<file path="config.mk">
export PLATFORM = sky130hd
export DESIGN_NAME = vga_framebuffer_reader_flat
export DESIGN_NICKNAME = d
export VERILOG_FILES = /design/src/rtl/vga_pkg.sv /design/src/rtl/vga_framebuffer_reader_if.sv /design/src/rtl/vga_axis_timer.sv /design/src/rtl/vga_framebuffer_reader.sv /design/src/flat_wrapper.sv
export SDC_FILE = /design/constraint.sdc
export NUM_CORES = 1
export LEC_CHECK = 0
export BUFFER_PORTS_ARGS = -buffer_cell sky130_fd_sc_hd__buf_2
export CORE_MARGIN = 5
export CORE_UTILIZATION = 35
export CTS_CLUSTER_DIAMETER = 30
export DETAILED_ROUTE_END_ITERATION = 16
export GPL_TIMING_DRIVEN = 1
export PLACE_DENSITY = 0.63
export SYNTH_ARGS = -nofsm -noshare
export SYNTH_HDL_FRONTEND = slang
export SYNTH_SLANG_ARGS = --single-unit
</file>
<file path="constraint.sdc">
create_clock -name pclk -period 3.9 [get_ports pclk]
set_input_delay 0.585 -clock pclk [delete_from_list [all_inputs] [get_ports pclk]]
set_output_delay 0.585 -clock pclk [all_outputs]
set_load 0.005 [all_outputs]
</file>
<file path="src/rtl/vga_pkg.sv">
// Shared constants and types for the VGA frame-buffer read side.
package vga_pkg;

  localparam int H_ACTIVE_DEF = 640;
  localparam int H_FP_DEF     = 16;
  localparam int H_SYNC_DEF   = 96;
  localparam int H_BP_DEF     = 48;
  localparam int V_ACTIVE_DEF = 480;
  localparam int V_FP_DEF     = 10;
  localparam int V_SYNC_DEF   = 2;
  localparam int V_BP_DEF     = 33;

  localparam int ADDR_W = 19;
  localparam int PIX_W  = 12;

  typedef enum logic [1:0] {
    ACTIVE = 2'd0,
    FRONT  = 2'd1,
    SYNC   = 2'd2,
    BACK   = 2'd3
  } axis_state_t;

  // Control bits that travel alongside the RAM read; hs/vs are active-high here.
  typedef struct packed {
    logic act;
    logic hs;
    logic vs;
    logic fs;
  } ctrl_t;

endpackage

</file>
<file path="src/rtl/vga_framebuffer_reader_if.sv">
// Frame-buffer read port plus VGA connector pins.
interface vga_framebuffer_reader_if;
  import vga_pkg::*;

  logic [ADDR_W-1:0] rd_addr;
  logic [PIX_W-1:0]  rd_data;
  logic [3:0]        vga_r;
  logic [3:0]        vga_g;
  logic [3:0]        vga_b;
  logic              vga_hs;
  logic              vga_vs;
  logic              frame_start;

  modport master (
    output rd_addr,
    input  rd_data,
    output vga_r, vga_g, vga_b, vga_hs, vga_vs, frame_start
  );

  modport slave (
    input  rd_addr,
    output rd_data,
    input  vga_r, vga_g, vga_b, vga_hs, vga_vs, frame_start
  );

endinterface

</file>
<file path="src/rtl/vga_axis_timer.sv">
// One VGA axis: position counter plus ACTIVE/FRONT/SYNC/BACK state machine.
module vga_axis_timer
  import vga_pkg::*;
#(
  parameter int ACTIVE_LEN = 640,
  parameter int FP_LEN     = 16,
  parameter int SYNC_LEN   = 96,
  parameter int BP_LEN     = 48
) (
  input  logic       clk,
  input  logic       rst,
  input  logic       en,
  output logic [9:0] cnt,
  output logic       active,
  output logic       sync,
  output logic       wrap
);

  localparam int TOTAL = ACTIVE_LEN + FP_LEN + SYNC_LEN + BP_LEN;
  localparam logic [9:0] LAST_ACT  = 10'(ACTIVE_LEN - 1);
  localparam logic [9:0] LAST_FP   = 10'(ACTIVE_LEN + FP_LEN - 1);
  localparam logic [9:0] LAST_SYNC = 10'(ACTIVE_LEN + FP_LEN + SYNC_LEN - 1);
  localparam logic [9:0] LAST      = 10'(TOTAL - 1);

  axis_state_t state, state_next;

  assign wrap   = en && (cnt == LAST);
  assign active = (state == ACTIVE);
  assign sync   = (state == SYNC);

  always_ff @(posedge clk) begin
    if (rst) begin
      state <= ACTIVE;
      cnt   <= '0;
    end else begin
      state <= state_next;
      if (en) cnt <= wrap ? 10'd0 : cnt + 10'd1;
    end
  end

  // State leaves each region on its last count so it lines up with cnt.
  always_comb begin
    state_next = state;
    if (en) begin
      case (state)
        ACTIVE:  if (cnt == LAST_ACT)  state_next = FRONT;
        FRONT:   if (cnt == LAST_FP)   state_next = SYNC;
        SYNC:    if (cnt == LAST_SYNC) state_next = BACK;
        BACK:    if (cnt == LAST)      state_next = ACTIVE;
        default: state_next = ACTIVE;
      endcase
    end
  end

endmodule

</file>
<file path="src/rtl/vga_framebuffer_reader.sv">
// VGA timing, linear frame-buffer address walk, and pin stage aligned to RAM latency.
module vga_framebuffer_reader
  import vga_pkg::*;
#(
  parameter int H_ACTIVE   = H_ACTIVE_DEF,
  parameter int H_FP       = H_FP_DEF,
  parameter int H_SYNC     = H_SYNC_DEF,
  parameter int H_BP       = H_BP_DEF,
  parameter int V_ACTIVE   = V_ACTIVE_DEF,
  parameter int V_FP       = V_FP_DEF,
  parameter int V_SYNC     = V_SYNC_DEF,
  parameter int V_BP       = V_BP_DEF,
  parameter int RD_LATENCY = 1
) (
  input logic                      pclk,
  input logic                      rst,
  vga_framebuffer_reader_if.master bus
);

  localparam logic [ADDR_W-1:0] ADDR_MAX = ADDR_W'(H_ACTIVE * V_ACTIVE - 1);

  logic [9:0] h_cnt, v_cnt;
  logic       h_active, h_sync, h_wrap;
  logic       v_active, v_sync, v_wrap;
  logic       pix_active;

  vga_axis_timer #(
    .ACTIVE_LEN (H_ACTIVE),
    .FP_LEN     (H_FP),
    .SYNC_LEN   (H_SYNC),
    .BP_LEN     (H_BP)
  ) u_h_timer (
    .clk    (pclk),
    .rst    (rst),
    .en     (1'b1),
    .cnt    (h_cnt),
    .active (h_active),
    .sync   (h_sync),
    .wrap   (h_wrap)
  );

  vga_axis_timer #(
    .ACTIVE_LEN (V_ACTIVE),
    .FP_LEN     (V_FP),
    .SYNC_LEN   (V_SYNC),
    .BP_LEN     (V_BP)
  ) u_v_timer (
    .clk    (pclk),
    .rst    (rst),
    .en     (h_wrap),
    .cnt    (v_cnt),
    .active (v_active),
    .sync   (v_sync),
    .wrap   (v_wrap)
  );

  assign pix_active = h_active && v_active;

  // Stage p0: address walk; addr always names the pixel at the current (h_cnt, v_cnt).
  logic [ADDR_W-1:0] addr_p0;

  always_ff @(posedge pclk) begin
    if (rst) begin
      addr_p0 <= '0;
    end else if (h_wrap && v_wrap) begin
      addr_p0 <= '0;
    end else if (pix_active && (addr_p0 != ADDR_MAX)) begin
      addr_p0 <= addr_p0 + 1'b1;
    end
  end

  assign bus.rd_addr = addr_p0;

  ctrl_t ctrl_in;

  always_comb begin
    ctrl_in     = '0;
    ctrl_in.act = pix_active;
    ctrl_in.hs  = h_sync;
    ctrl_in.vs  = v_sync;
    ctrl_in.fs  = (h_cnt == 10'd0) && (v_cnt == 10'd0);
  end

  // Stage p1: control delay matching the RAM; the last entry lines up with rd_data.
  ctrl_t ctrl_p1 [RD_LATENCY];

  always_ff @(posedge pclk) begin
    if (rst) begin
      for (int i = 0; i < RD_LATENCY; i++) ctrl_p1[i] <= '0;
    end else begin
      ctrl_p1[0] <= ctrl_in;
      for (int i = 1; i < RD_LATENCY; i++) ctrl_p1[i] <= ctrl_p1[i-1];
    end
  end

  ctrl_t ctrl_last;
  assign ctrl_last = ctrl_p1[RD_LATENCY-1];

  // Stage p2: pin registers; colour is masked here so blanking data never reaches the pins.
  logic [PIX_W-1:0] pix_p2;
  logic             hs_p2, vs_p2, fs_p2;

  always_ff @(posedge pclk) begin
    if (rst) begin
      pix_p2 <= '0;
      hs_p2  <= 1'b1;
      vs_p2  <= 1'b1;
      fs_p2  <= 1'b0;
    end else begin
      pix_p2 <= ctrl_last.act ? bus.rd_data : '0;
      hs_p2  <= ~ctrl_last.hs;
      vs_p2  <= ~ctrl_last.vs;
      fs_p2  <= ctrl_last.fs;
    end
  end

  assign bus.vga_r       = pix_p2[11:8];
  assign bus.vga_g       = pix_p2[7:4];
  assign bus.vga_b       = pix_p2[3:0];
  assign bus.vga_hs      = hs_p2;
  assign bus.vga_vs      = vs_p2;
  assign bus.frame_start = fs_p2;

endmodule

</file>
<file path="src/flat_wrapper.sv">
// flat-port wrapper written by rule: the top's interface ports become plain ports
module vga_framebuffer_reader_flat import vga_pkg::*;
#(
  parameter int H_ACTIVE   = H_ACTIVE_DEF,
  parameter int H_FP       = H_FP_DEF,
  parameter int H_SYNC     = H_SYNC_DEF,
  parameter int H_BP       = H_BP_DEF,
  parameter int V_ACTIVE   = V_ACTIVE_DEF,
  parameter int V_FP       = V_FP_DEF,
  parameter int V_SYNC     = V_SYNC_DEF,
  parameter int V_BP       = V_BP_DEF,
  parameter int RD_LATENCY = 1
)
  (pclk, rst, bus_rd_addr, bus_rd_data, bus_vga_r, bus_vga_g, bus_vga_b, bus_vga_hs, bus_vga_vs, bus_frame_start);
  vga_framebuffer_reader_if bus_i ();
  input logic pclk;
  input logic rst;
  output wire logic [$bits(bus_i.rd_addr)-1:0] bus_rd_addr;
  input wire logic [$bits(bus_i.rd_data)-1:0] bus_rd_data;
  output wire logic [$bits(bus_i.vga_r)-1:0] bus_vga_r;
  output wire logic [$bits(bus_i.vga_g)-1:0] bus_vga_g;
  output wire logic [$bits(bus_i.vga_b)-1:0] bus_vga_b;
  output wire logic [$bits(bus_i.vga_hs)-1:0] bus_vga_hs;
  output wire logic [$bits(bus_i.vga_vs)-1:0] bus_vga_vs;
  output wire logic [$bits(bus_i.frame_start)-1:0] bus_frame_start;
  assign bus_rd_addr = bus_i.rd_addr;
  assign bus_i.rd_data = bus_rd_data;
  assign bus_vga_r = bus_i.vga_r;
  assign bus_vga_g = bus_i.vga_g;
  assign bus_vga_b = bus_i.vga_b;
  assign bus_vga_hs = bus_i.vga_hs;
  assign bus_vga_vs = bus_i.vga_vs;
  assign bus_frame_start = bus_i.frame_start;
  vga_framebuffer_reader #(.H_ACTIVE(H_ACTIVE), .H_FP(H_FP), .H_SYNC(H_SYNC), .H_BP(H_BP), .V_ACTIVE(V_ACTIVE), .V_FP(V_FP), .V_SYNC(V_SYNC), .V_BP(V_BP), .RD_LATENCY(RD_LATENCY)) u_core (.pclk(pclk), .rst(rst), .bus(bus_i));
endmodule
</file>
==> impl_metrics.csv <==
group,metric,value,unit
run_status,status,"finished clean",
global_route,grt_max_degree,28,
clock_tree,cts-root-buf,"clkbuf_8",
detailed_routing,wire_per_inst,12.0,µm
cells_and_area,insertedDiodeCount,0,
floorplanning,initial_utilization,35.6,%
worst_setup_path,critPathArrivalTime,2430,ps
power_and_ir_drop,p_leak,1.43,nW
detailed_routing,routed_wl,5610,µm
clock_tree,cts_resized,0,
synthesis,syn_avg_cell_area,9.28,µm²
timing,grt_setup_unrepaired,"no",
timing,setup_viol,0,
synthesis,synth_seq_cells,62,
cells_and_area,area_growth,17.2,%
worst_setup_path,cp-start-kind,"flop",
detailed_routing,drtPass1Iterations,4,
timing,fin_skew,13.5,ps
placement,post-dp-hpwl,4090,µm
synthesis,syn_area,2890,µm²
detailed_routing,vias,2275,
floorplanning,fp.dieW,101,µm
timing,finalHoldViolCount,0,
clock_tree,clock_path_buffers,2,
synthesis,synthAdderAreaFrac,6.49,%
placement,io_buffer_count,47,
floorplanning,die_area,10200,µm²
timing,slew_violations,0,
timing,finalCritPeriodShare,57.9,%
synthesis,netlist.area_leader.share,42.9,%
cells_and_area,fillCellCount,786,
clock_tree,cts_tree,"yes",
hold_path,hp-start,"u_core.ctrl_p1[0][1]",
worst_setup_path,rr_startpoint,"u_core.u_h_timer.cnt[0]",
synthesis,synth_xor_area_share,9.68,%
clock_tree,clk_pin_slew,70,ps
global_route,grt_pass1_vias,2112,
power_and_ir_drop,finalPower,1.34,mW
timing,setup_tns,0,ps
synthesis,synth_compound_area_share,5.06,%
synthesis,ys.warnings.count,0,
hold_path,min_path_cells,1,
clock_tree,htree_levels,3,
placement,place.gp.congestion,0.804,
worst_setup_path,cp.required,4070,ps
worst_setup_path,r2r_slack,1640,ps
clock_tree,cts_sinks,62,
synthesis,synth.top_cells.by_area,"dfxtp_1, ha_1, xnor2_1, nor2_1, xor2_1",
synthesis,synthDistinctLibCells,45,
synthesis,synth_top_family_by_area,"simple AND/OR/NAND/NOR gates",
floorplanning,core.rowCount,33,
synthesis,synthSimpleGateAreaFrac,30.8,%
global_route,grt_use_total,11.4,%
power_and_ir_drop,irDropWorstVdd,0.163,mV
hold_path,min_to,"u_core.bus.vga_vs",
clock_tree,post_cts_buffers,0,
timing,fin_crit,2260,ps
timing,fmax,0.443,GHz
synthesis,synth_edf_count,0,
cells_and_area,drive_gt1_share,20.9,%
global_route,grt_antenna_before_repair,0,
worst_setup_path,crit_type,"flop to flop",
global_route,grt_pass1_wl,9460,µm
synthesis,synth_area_leader_cell,"dfxtp_1",
floorplanning,io_pins,48,
synthesis,async_flop_share,0,%
clock_tree,hold_buffers,0,
job,maxCapViolCount,0,
detailed_routing,drc,0,
synthesis,synth_nets,341,
worst_setup_path,r2r_end,"u_core.bus.rd_addr[2]",
cells_and_area,multi_input_area,1550,µm²
clock_tree,insertion_delay,340,ps
cells_and_area,seq_area,1240,µm²
synthesis,synth-seq-area-share,42.9,%
cells_and_area,final_nets,388,
detailed_routing,antenna_left,0,
floorplanning,core_area,8130,µm²
synthesis,synthTopCellsByCount,"dfxtp_1, nor2_1, nand2_1",
detailed_routing,drt-initial-drc-count,62,
timing,slew_headroom,26.6,%
hold_path,hold_class,"flop to flop",
worst_setup_path,rr_worst_depth,5,
detailed_routing,vias_per_cell,4.85,
timing,fin_hold_ws,372,ps
worst_setup_path,cp_max_fo,27,
synthesis,synth.most_common_cell,"dfxtp_1",
synthesis,synth_flop_cell,"dfxtp_1",
worst_setup_path,endpoint_kind,"flop",
timing,worst-slew-pin-transition,1100,ps
power_and_ir_drop,power.density,396,nW/µm²
clock_tree,cts_inserted_buffers,9,
global_route,overflow,0,
floorplanning,die_h,101,µm
synthesis,synthMuxAreaShare,1.38,%
synthesis,netlist_instances,312,
-- worst max-delay path: stages, from the launching register on --
cell and delay [ps]:
dfxtp_1 390, ha_1 240, and3b_1 250, nand4_4 170
o21ai_2 910, nor3_1 140
-- metrics by stage --
stage | utilization [%] | setup WS (ps) | instance area [µm²] | instances
after floorplan | - | 2200 | 2890 | 312
after global placement | 39.3 | 1680 | 3190 | 453
after detailed placement | 39.3 | 1620 | 3190 | 453
after CTS | 41.7 | 1610 | 3390 | 469
after global routing | 41.7 | 1400 | 3390 | 469
final | 41.7 | 1640 | 3390 | 469
-- per-layer routing --
metal | vias up | global-route usage [%] | routed length [µm]
li1 | 1168 | - | -
met4 | 0 | 3.37 | 56
met1 | 1049 | 13.6 | 2570
met2 | 52 | 18.5 | 2600
met3 | 6 | 5.33 | 380
met5 | - | 0 | 0
-- cell families (layout without fill, tap and decap cells) --
family	count (synthesis)	count (layout)
compound gates	22	22
fa+ha+maj	15	15
simple gates	155	155
mux	4	4
buf+inv	22	74
flops	62	62
xor+xnor	32	32
-- worst max path at each step --
stage,to,start,slack [ps]
3_5_place_dp,u_core.bus.rd_addr[2],u_core.u_h_timer.cnt[0],1620
2_1_floorplan,u_core.bus.rd_addr[15],u_core.u_h_timer.state[0],2200
5_1_grt,u_core.u_v_timer.cnt[0],u_core.u_h_timer.cnt[0],1400
3_3_place_gp,u_core.bus.rd_addr[2],u_core.u_h_timer.cnt[0],1680
6_report,u_core.bus.rd_addr[2],u_core.u_h_timer.cnt[0],1640
4_1_cts,u_core.u_v_timer.cnt[0],u_core.u_h_timer.cnt[0],1610
-- cells in the final DEF (no fill, tap or decap), types with 4 or more instances in the layout --
master | Yosys | routed
nand4_1 | 7 | 7
and4_1 | 5 | 5
dfxtp_1 | 62 | 62
inv_1 | 10 | 10
nor2_1 | 43 | 43
nor2b_1 | 5 | 5
nand3_1 | 17 | 17
xnor2_1 | 21 | 21
clkbuf_8 | 0 | 9
a21oi_1 | 9 | 9
ha_1 | 15 | 15
mux2i_1 | 4 | 4
and2_1 | 14 | 14
nor4_2 | 6 | 6
nor3_1 | 8 | 8
buf_2 | 5 | 47
and3_1 | 11 | 11
xor2_1 | 11 | 11
nand2_1 | 22 | 22
-- cell type report --
type	instances	share of cell area, %
Tap cell	105	3.87
Sequential cell	62	36.6
Clock inverter	7	2.14
Timing Repair Buffer	47	6.94
Multi-Input combinational cell	228	45.6
Clock buffer	9	3.65
Inverter	11	1.22
-- registers in the layout, indices dropped and copies added (netlist names) --
| name | cells |
|---|---|
| u_core.u_v_timer.state | 2 |
| u_core.u_v_timer.cnt | 10 |
| u_core.bus.vga_hs | 1 |
| u_core.bus.rd_addr | 19 |
| u_core.bus.frame_start | 1 |
| u_core.u_h_timer.state | 2 |
| u_core.ctrl_p1 | 4 |
| u_core.bus.vga_vs | 1 |
| u_core.pix_p2 | 12 |
| u_core.u_h_timer.cnt | 10 |
-- power breakdown --
part | switching [mW] | internal (mW) | total [mW]
clock | 0.256 | 0.297 | 0.553
sequential | 0.0186 | 0.658 | 0.677
combinational | 0.0626 | 0.0489 | 0.111
No activity file was read; power rests on OpenSTA's default activity.
